--- config.mk ---
export PLATFORM = sky130hd
export DESIGN_NAME = div_seq_unit
export DESIGN_NICKNAME = d
export VERILOG_FILES = /design/src/rtl/div_seq_unit.sv
export SDC_FILE = /design/constraint.sdc
export NUM_CORES = 1
export LEC_CHECK = 0
export BUFFER_PORTS_ARGS = -buffer_cell sky130_fd_sc_hd__buf_2
export CORE_AREA = 10 10 157 130
export CTS_CLUSTER_DIAMETER = 150
export CTS_CLUSTER_SIZE = 28
export DETAILED_ROUTE_END_ITERATION = 7
export DIE_AREA = 0 0 167 140
export GPL_TIMING_DRIVEN = 0
export PLACE_DENSITY = 0.86
export SLEW_MARGIN = 20
export SYNTH_ARGS = -nofsm -noshare
export SYNTH_HDL_FRONTEND = slang
export SYNTH_SLANG_ARGS = --single-unit
--- constraint.sdc ---
create_clock -name clk -period 2.8 [get_ports clk]
set_input_delay 0.14 -clock clk [delete_from_list [all_inputs] [get_ports clk]]
set_output_delay 0.14 -clock clk [all_outputs]
set_load 0.01 [all_outputs]
--- src/rtl/div_seq_unit.sv ---
// Multi-cycle radix-2 restoring divider (32 shift-subtract steps, result on DONE).
// Optional signed mode is compiled in with `define DIV_SIGNED_EN.
module div_seq_unit #(
    parameter int WIDTH = 32,
    parameter int CNT_W = 6
) (
    input  logic             clk,
    input  logic             rst,
    input  logic             start,
    input  logic             is_signed,
    input  logic             flush,
    input  logic [WIDTH-1:0] a,
    input  logic [WIDTH-1:0] b,
    output logic             busy,
    output logic             done,
    output logic [WIDTH-1:0] quotient,
    output logic [WIDTH-1:0] remainder,
    output logic             div_by_zero
);

    typedef enum logic [1:0] {
        IDLE = 2'd0,
        RUN  = 2'd1,
        DONE = 2'd2
    } state_t;

    state_t state_q, state_d;

    logic [WIDTH-1:0] rem_r, quo_r, div_r;
    logic [CNT_W-1:0] cnt;
    logic             neg_q_r, neg_r_r;

    logic             accept;
    logic             last_step;
    logic             signed_op;
    logic [WIDTH-1:0] a_mag, b_mag;
    logic [WIDTH:0]   rem_sh;
    logic [WIDTH+1:0] diff;
    logic             take;
    logic [WIDTH-1:0] rem_nx, quo_nx;

`ifdef DIV_SIGNED_EN
    assign signed_op = is_signed;
`else
    logic unused_is_signed;
    assign unused_is_signed = is_signed;
    assign signed_op        = 1'b0;
`endif

    assign a_mag = (signed_op && a[WIDTH-1]) ? (~a + 1'b1) : a;
    assign b_mag = (signed_op && b[WIDTH-1]) ? (~b + 1'b1) : b;

    assign accept    = start && !flush && (state_q == IDLE || state_q == DONE);
    assign last_step = (cnt == CNT_W'(WIDTH - 1));

    // Trial subtract one bit wider than the shifted remainder so the sign bit is the borrow.
    always_comb begin
        rem_sh = {rem_r, quo_r[WIDTH-1]};
        diff   = {1'b0, rem_sh} - {2'b00, div_r};
        take   = ~diff[WIDTH+1];
        rem_nx = take ? diff[WIDTH-1:0] : rem_sh[WIDTH-1:0];
        quo_nx = {quo_r[WIDTH-2:0], take};
    end

    always_ff @(posedge clk) begin
        if (rst) begin
            state_q <= IDLE;
        end else begin
            state_q <= state_d;
        end
    end

    always_comb begin
        state_d = state_q;
        busy    = 1'b0;
        done    = 1'b0;
        case (state_q)
            IDLE: begin
                if (accept) state_d = (b == '0) ? DONE : RUN;
            end
            RUN: begin
                busy = 1'b1;
                if (last_step) state_d = DONE;
            end
            DONE: begin
                done = 1'b1;
                if (accept) state_d = (b == '0) ? DONE : RUN;
                else        state_d = IDLE;
            end
            default: state_d = IDLE;
        endcase
        if (flush) state_d = IDLE;
    end

    always_ff @(posedge clk) begin
        if (rst) begin
            rem_r       <= '0;
            quo_r       <= '0;
            div_r       <= '0;
            cnt         <= '0;
            neg_q_r     <= 1'b0;
            neg_r_r     <= 1'b0;
            quotient    <= '0;
            remainder   <= '0;
            div_by_zero <= 1'b0;
        end else if (accept) begin
            rem_r       <= '0;
            quo_r       <= a_mag;
            div_r       <= b_mag;
            cnt         <= '0;
            neg_q_r     <= signed_op & (a[WIDTH-1] ^ b[WIDTH-1]);
            neg_r_r     <= signed_op & a[WIDTH-1];
            div_by_zero <= (b == '0);
            if (b == '0) begin
                quotient  <= '1;
                remainder <= a;
            end
        end else if (state_q == RUN && !flush) begin
            rem_r <= rem_nx;
            quo_r <= quo_nx;
            cnt   <= cnt + 1'b1;
            // Sign fix-up rides on the final step so latency is identical in both modes.
            if (last_step) begin
                quotient  <= neg_q_r ? (~quo_nx + 1'b1) : quo_nx;
                remainder <= neg_r_r ? (~rem_nx + 1'b1) : rem_nx;
            end
        end
    end

endmodule
## After elaboration in Yosys (flattened, before gate mapping)

Index checks and enable logic that the tools add are counted.

| operators by class | value |
|---|---|
| add/subtract/negate cells | 2 |
| equal/unequal tests | 6 |
| mux-type cells | 18 |
| bitwise gates (word level) | 1 |
| reductions and logical operators | 13 |

Operator list:

| cell | count |
|---|---|
| two-way mux 32 bit | 11 |
| subtractor 33 x 32 -> 34 bit | 1 |
| zero test 32 bit | 1 |
| two-way mux 2 bit | 4 |
| adder 6 x 1 -> 6 bit (second input constant) | 1 |
| equality test 6 x 5 -> 1 bit (second input constant) | 1 |
| case mux 2 bit (3 select lines) | 1 |
| inequality test 2 bit (second input constant) | 2 |
| nonzero test 2 bit | 2 |
| OR reduction 2 bit | 2 |
| logical AND 1 bit | 3 |
| AND reduction 3 bit | 1 |
| equality test 2 x 1 -> 1 bit (second input constant) | 1 |
| equality test 2 bit (second input constant) | 1 |
| zero test 2 bit | 1 |
| two-way mux 1 bit | 2 |
| inequality test 2 x 1 -> 1 bit (second input constant) | 1 |
| AND reduction 2 bit | 1 |
| zero test 1 bit | 1 |
| logical OR 1 bit | 1 |
| NOT 1 bit | 1 |

| word-level totals | value |
|---|---|
| flip-flop bits (word level) | 169 |
| bits of input ports | 69 |
| output and inout bits | 67 |
| logic and storage cells | 48 |

## Longest topological paths before layout

| depth | value |
|---|---|
| word-level depth | 5 |
| mapped depth | 14 |
| depth with buffers taken out | 13 |

## Worst setup path after synthesis

Ideal clock, no wire load.

| timing | value |
|---|---|
| kind | register -> register |
| start | register quo_r[31] |
| end | register rem_r[28] |
| library setup time | 0.136 ns |
| arrival time | 2.794 ns |
| required time | 2.664 ns |
| path slack | -0.130 ns |
| cell stages (with the launch flop) | 14 |
| path buffers | 0 |
| period minus slack after synthesis | 2.930 ns |
| cell sequence | dfxtp_1 -> inv_1 -> ha_1 -> inv_1 -> fa_1 -> a21o_1 -> a221oi_2 -> or3_1 -> a21oi_2 -> o2111ai_2 -> a21oi_1 -> or4_1 -> a311oi_1 -> a211oi_1 |

| on the way | value |
|---|---|
| cells in the longest elaborated chain, start to end | 2 |

RTL lines:

| item | RTL line | RTL |
|---|---|---|
| start: declaration | 29 | `logic [WIDTH-1:0] rem_r, quo_r, div_r;` |
| start signal: assignment | 108 | `quo_r <= a_mag;` |
| start signal: assignment | 120 | `quo_r <= quo_nx;` |
| subtractor 33 x 32 -> 34 bit | 59 | `diff = {1'b0, rem_sh} - {2'b00, div_r};` |
| two-way mux 32 bit | 61 | `rem_nx = take ? diff[WIDTH-1:0] : rem_sh[WIDTH-1:0];` |
| end signal: assignment | 119 | `rem_r <= rem_nx;` |
| end: declaration | 29 |  |

Every way passes these cells.
A chain may end at the register's enable or synchronous reset.

## Final worst setup path

| timing | value |
|---|---|
| start | register quo_r[31] |
| end | register remainder[26] |

| on the way | value |
|---|---|
| cells in the longest elaborated chain, start to end | 5 |

RTL lines:

| item | RTL line | RTL |
|---|---|---|
| subtractor 33 x 32 -> 34 bit | 59 |  |
| two-way mux 32 bit | 61 |  |
| two-way mux 32 bit | 123 | `if (last_step) begin` |
| two-way mux 32 bit | 118 | `end else if (state_q == RUN && !flush) begin` |
| two-way mux 32 bit | 106 | `end else if (accept) begin` |
| end signal: assignment | 125 | `remainder <= neg_r_r ? (~rem_nx + 1'b1) : rem_nx;` |
| end: declaration | 17 | `output logic [WIDTH-1:0] remainder,` |

Every way passes these cells. The select of a mux whose other input is x is not followed.

==> summary.md <==
| Metric | Value |
|---|---|
| Pin count of the biggest net entering global routing | `17` |
| Post-route cell area | `12,100 µm²` |
| Ys flop type | `dfxtp_1` |
| Max transition margin | `about 43%` |
| Reg-to-Reg Start | `quo_r[31]` |
| Synth top cells by count | `nand2_1, dfxtp_1, nor2_1` |
| Number of diodes | `0` |
| Worst-path fanout max | `4` |
| First-pass GRT wire length | `48,200 µm` |
| Share of power burned in registers | `around 37%` |
| Cell Int Power | `4.76 mW` |
| Post-synth EDFFs | `0` |
| WL final | `34,400 µm` |
| Cell Count, Final, Fillers Out | `~1,600` |
| Dpl cell area | `9830 µm²` |
| Syn nets | `1,221` |
| Root Driver | `clkbuf_16` |
| Row cnt | `43` |
| Post-synth ARST share | `0%` |
| Critical path's most frequent cell | `inv_2` |
| HP Start | `a[22]` |
| Reg2reg end | `remainder[26]` |
| Comb power frac | `a little over a quarter` |
| First drt pass iteration count | `7` |
| Fin crit period | `~3.2 ns` |
| R2R setup slack | `-0.35 ns` |
| Slowest stage delay, CP | `0.45 ns` |
| Filler Cell Count | `between 1,000 and 1,500` |
| Number of global-route vias before repair | `between 9,000 and 10,000` |
| Global route overflow | `0` |
| Post-detail-place hpwl | `21,900 µm` |
| Antenna viol nets, final | `0` |
| Worst Hold Class | `in -> reg` |
| Dominant cell type by area after synthesis | `dfxtp_1` |
| Achievable frequency | `317 MHz` |
| P_sw | `2.15 mW` |
| Share of post-route cells with drive strength above 1 | `27.0%` |
| Vias/cell | `6.35` |
| Yosys top cell area share | `roughly two fifths` |
| Fin. Hold Viols | `3` |
| P_leak | `approximately 4.8 nW` |
| Failing checks | `hold timing, setup timing` |
| CTS tree | `built` |
| Post-synthesis cell count | `between 1,000 and 1,500` |
| Buf+Inv Stages, Crit Path | `4` |
| Status | `finished with violations` |
| Beginning of the critical path | `quo_r[31]` |
| Num CTS Buffers | `17` |
| Critical Path AT | `3.51 ns` |
| Maximum vdd drop | `0.514 mV` |
| DR WL/cell | `21.7 µm` |
| Crit Path Class | `reg -> reg` |
| Top-count cell post-synth | `nand2_1` |
| PortBufs | `133` |
| Worst setup margin | `-0.351 ns` |
| Multi-input logic area | `5780 µm²` |
| Fin Hold WS | `-0.00758 ns` |
| Placed cells | `1,476` |
| Maximum Capacitance Violations | `0` |
| Switching share of power | `31.1%` |
| CP max stage cell | `or3_4` |
| Mapped Area | `8860 µm²` |
| Hold Crit Depth | `3` |
| Mean post-synth cell area | `7.93 µm²` |
| Die area | `23,400 µm²` |
| Via count | `slightly above 10,000` |
| Layout Nets | `1,454` |
| Sequential-to-total area share from yosys stat | `38.2%` |
| Synth warn | `0` |
| H-Tree Level Count | `4` |
| Family with the most delay on the worst path | `compound AO/OA/AOI/OAI gates` |
| Clk sink count | `169` |
| DIE WIDTH | `167 µm` |
| Top cells by area, synth | `dfxtp_1, nand2_1, nor2_1` |
| DR iter-0 viols | `1,435` |
| Synthesized flop and latch total | `169` |
| Total global routing track utilization | `25.2%` |
| Clock power frac | `around 36%` |
| Number of setup violations in the final report | `71` |
| Clk Latency, worst-skew pair | `0.45 ns` |
| Unrepaired setup endpoints after global routing | `true` |
| Synth cell types | `73` |
| Clock buffer depth | `2` |
| Cell-by-cell trace of the critical path | `inv_2 -> ha_4 -> inv_2 -> fa_2 -> a21o_1 -> a221oi_4 -> or3_4 -> buf_4 -> buf_6 -> a211oi_4 -> o211ai_4 -> nand4b_1 -> nor4b_4 -> nor3_1 -> o31ai_1` |
| Clk_skew | `roughly 0.012 ns` |
| Power per cell area | `about 570 nW/µm²` |
| Die Span Y | `140 µm` |
| Worst-Margin Slew | `0.855 ns` |
| I/O pin total | `136` |
| Initial core utilization | `51.7%` |
| Period utilization | `113%` |
| Cells on worst reg2reg path | `15` |
| Routability Congestion | `0.957` |
| Post-route DRC violation count | `0` |
| WHS Endpoint | `quo_r[22]` |
| Crit end category | `flop` |
| Startpoint types | `flop` |
| Initial antenna violation count | `1` |
| Clock Pin Slew Worst Setup and Hold Paths | `0.07 ns` |
| Fin. max-slew vios | `0` |
| Total core area | `17,200 µm²` |
| Area growth syn-to-layout | `36.5%` |
| Register area | `3400 µm²` |
| CP required | `3.16 ns` |
## metrics by stage
step | total power, mW | setup WS (ns) | util, % | TNS, ns
4_1_cts | 6.41 | -0.215 | 66.3 | -1.21
6_report | 6.91 | -0.351 | 70.5 | -9.97
3_5_place_dp | 3.68 | -0.383 | 57.3 | -10.81
2_1_floorplan | 3.38 | -0.0460 | - | -0.0460
5_1_grt | 7.07 | -0.432 | 70.5 | -16.29
3_3_place_gp | 3.67 | -0.402 | 57.3 | -9.37
## worst max path at each step
| stage | endpoint | cells past startpoint | slack (ns) |
|---|---|---|---|
| after global routing | rem_r[28] | 10 | -0.43 |
| after detailed placement | remainder[27] | 11 | -0.38 |
| after floorplan | rem_r[28] | 13 | -0.05 |
| final | remainder[26] | 15 | -0.35 |
| after global placement | remainder[27] | 11 | -0.40 |
| after CTS | rem_r[28] | 13 | -0.21 |
## routing by layer
metal | up-vias | routed length [µm] | track usage, %
met5 | - | 10 | 0
met4 | 2 | 1740 | 9.64
met3 | 186 | 4310 | 8.00
met2 | 792 | 15200 | 39.0
met1 | 4704 | 13100 | 31.9
li1 | 4414 | - | -
## kinds of logic after synthesis
logic type      Yosys count  synth area share [%]
mux                      28                  3.37
simple gates            468                  23.5
compound gates          270                  21.8
xor+xnor                 28                  2.77
flops                   169                  38.2
fa+ha+maj                34                  4.88
buf+inv                 121                  5.52
## sequential cells by signal (all words and copies together) (netlist names)
| name | count |
|---|---|
| quo_r | 32 |
| quotient | 32 |
| div_r | 32 |
| remainder | 32 |
| div_by_zero | 1 |
| cnt | 6 |
| rem_r | 32 |
| state_q | 2 |
## worst min-delay path: cells and delay by family
kind                   cells  cell delay (ns)
AOI/OAI and AO/OA          1             0.07
and+or+nand+nor            1             0.06
buffers and inverters      1             0.12
## power groups by stage
stage / Sequential [mW] / Clock (mW) / Combinational (mW)
global placement: 2.57 / 0 / 1.10
CTS: 2.52 / 2.47 / 1.43
global route: 2.53 / 2.60 / 1.95
floorplan: 2.56 / 0 / 0.817
detailed placement: 2.57 / 0 / 1.11
finish: 2.52 / 2.51 / 1.88
## repair_timing
action,in CTS,in global routing
setup endpoints to repair,75,100
gates resized for setup,76,124
buffers inserted,21,23
endpoints found under the hold margin,42,0
cloned,1,2
hold buffers,41,0
pin swaps,49,41
## placed cells by master (no fill, tap or decap), types with 10 or more instances in the layout
| master | netlist | layout |
|---|---|---|
| a21oi_1 | 82 | 67 |
| ha_1 | 33 | 19 |
| dfxtp_1 | 169 | 157 |
| buf_2 | 4 | 133 |
| clkbuf_16 | 0 | 19 |
| a211oi_2 | 3 | 16 |
| buf_4 | 0 | 33 |
| dfxtp_2 | 0 | 11 |
| nor2_1 | 133 | 128 |
| nor3_1 | 79 | 78 |
| dlygate4sd3_1 | 0 | 41 |
| a311oi_1 | 34 | 33 |
| nand4_1 | 10 | 10 |
| nand2_1 | 179 | 175 |
| o21ai_0 | 28 | 19 |
| ha_4 | 0 | 10 |
| mux2i_4 | 0 | 12 |
| o21a_1 | 14 | 14 |
| o21ai_1 | 8 | 11 |
| xnor2_1 | 18 | 15 |
| a211oi_1 | 28 | 14 |
| a21o_1 | 24 | 24 |
| inv_1 | 38 | 34 |
| a21oi_2 | 1 | 12 |
| clkbuf_1 | 65 | 61 |
| nand3b_1 | 15 | 15 |
## cell type report
cell class | instances | share of cell area [%]
multi-input combinational | 828 | 47.8
sequential | 169 | 28.1
timing repair buffer | 220 | 12.7
clock buffer | 20 | 3.69
buffer | 77 | 2.88
tap | 225 | 2.33
clock inverter | 12 | 1.34
inverter | 38 | 1.18
(Power assumes the default switching activity.)
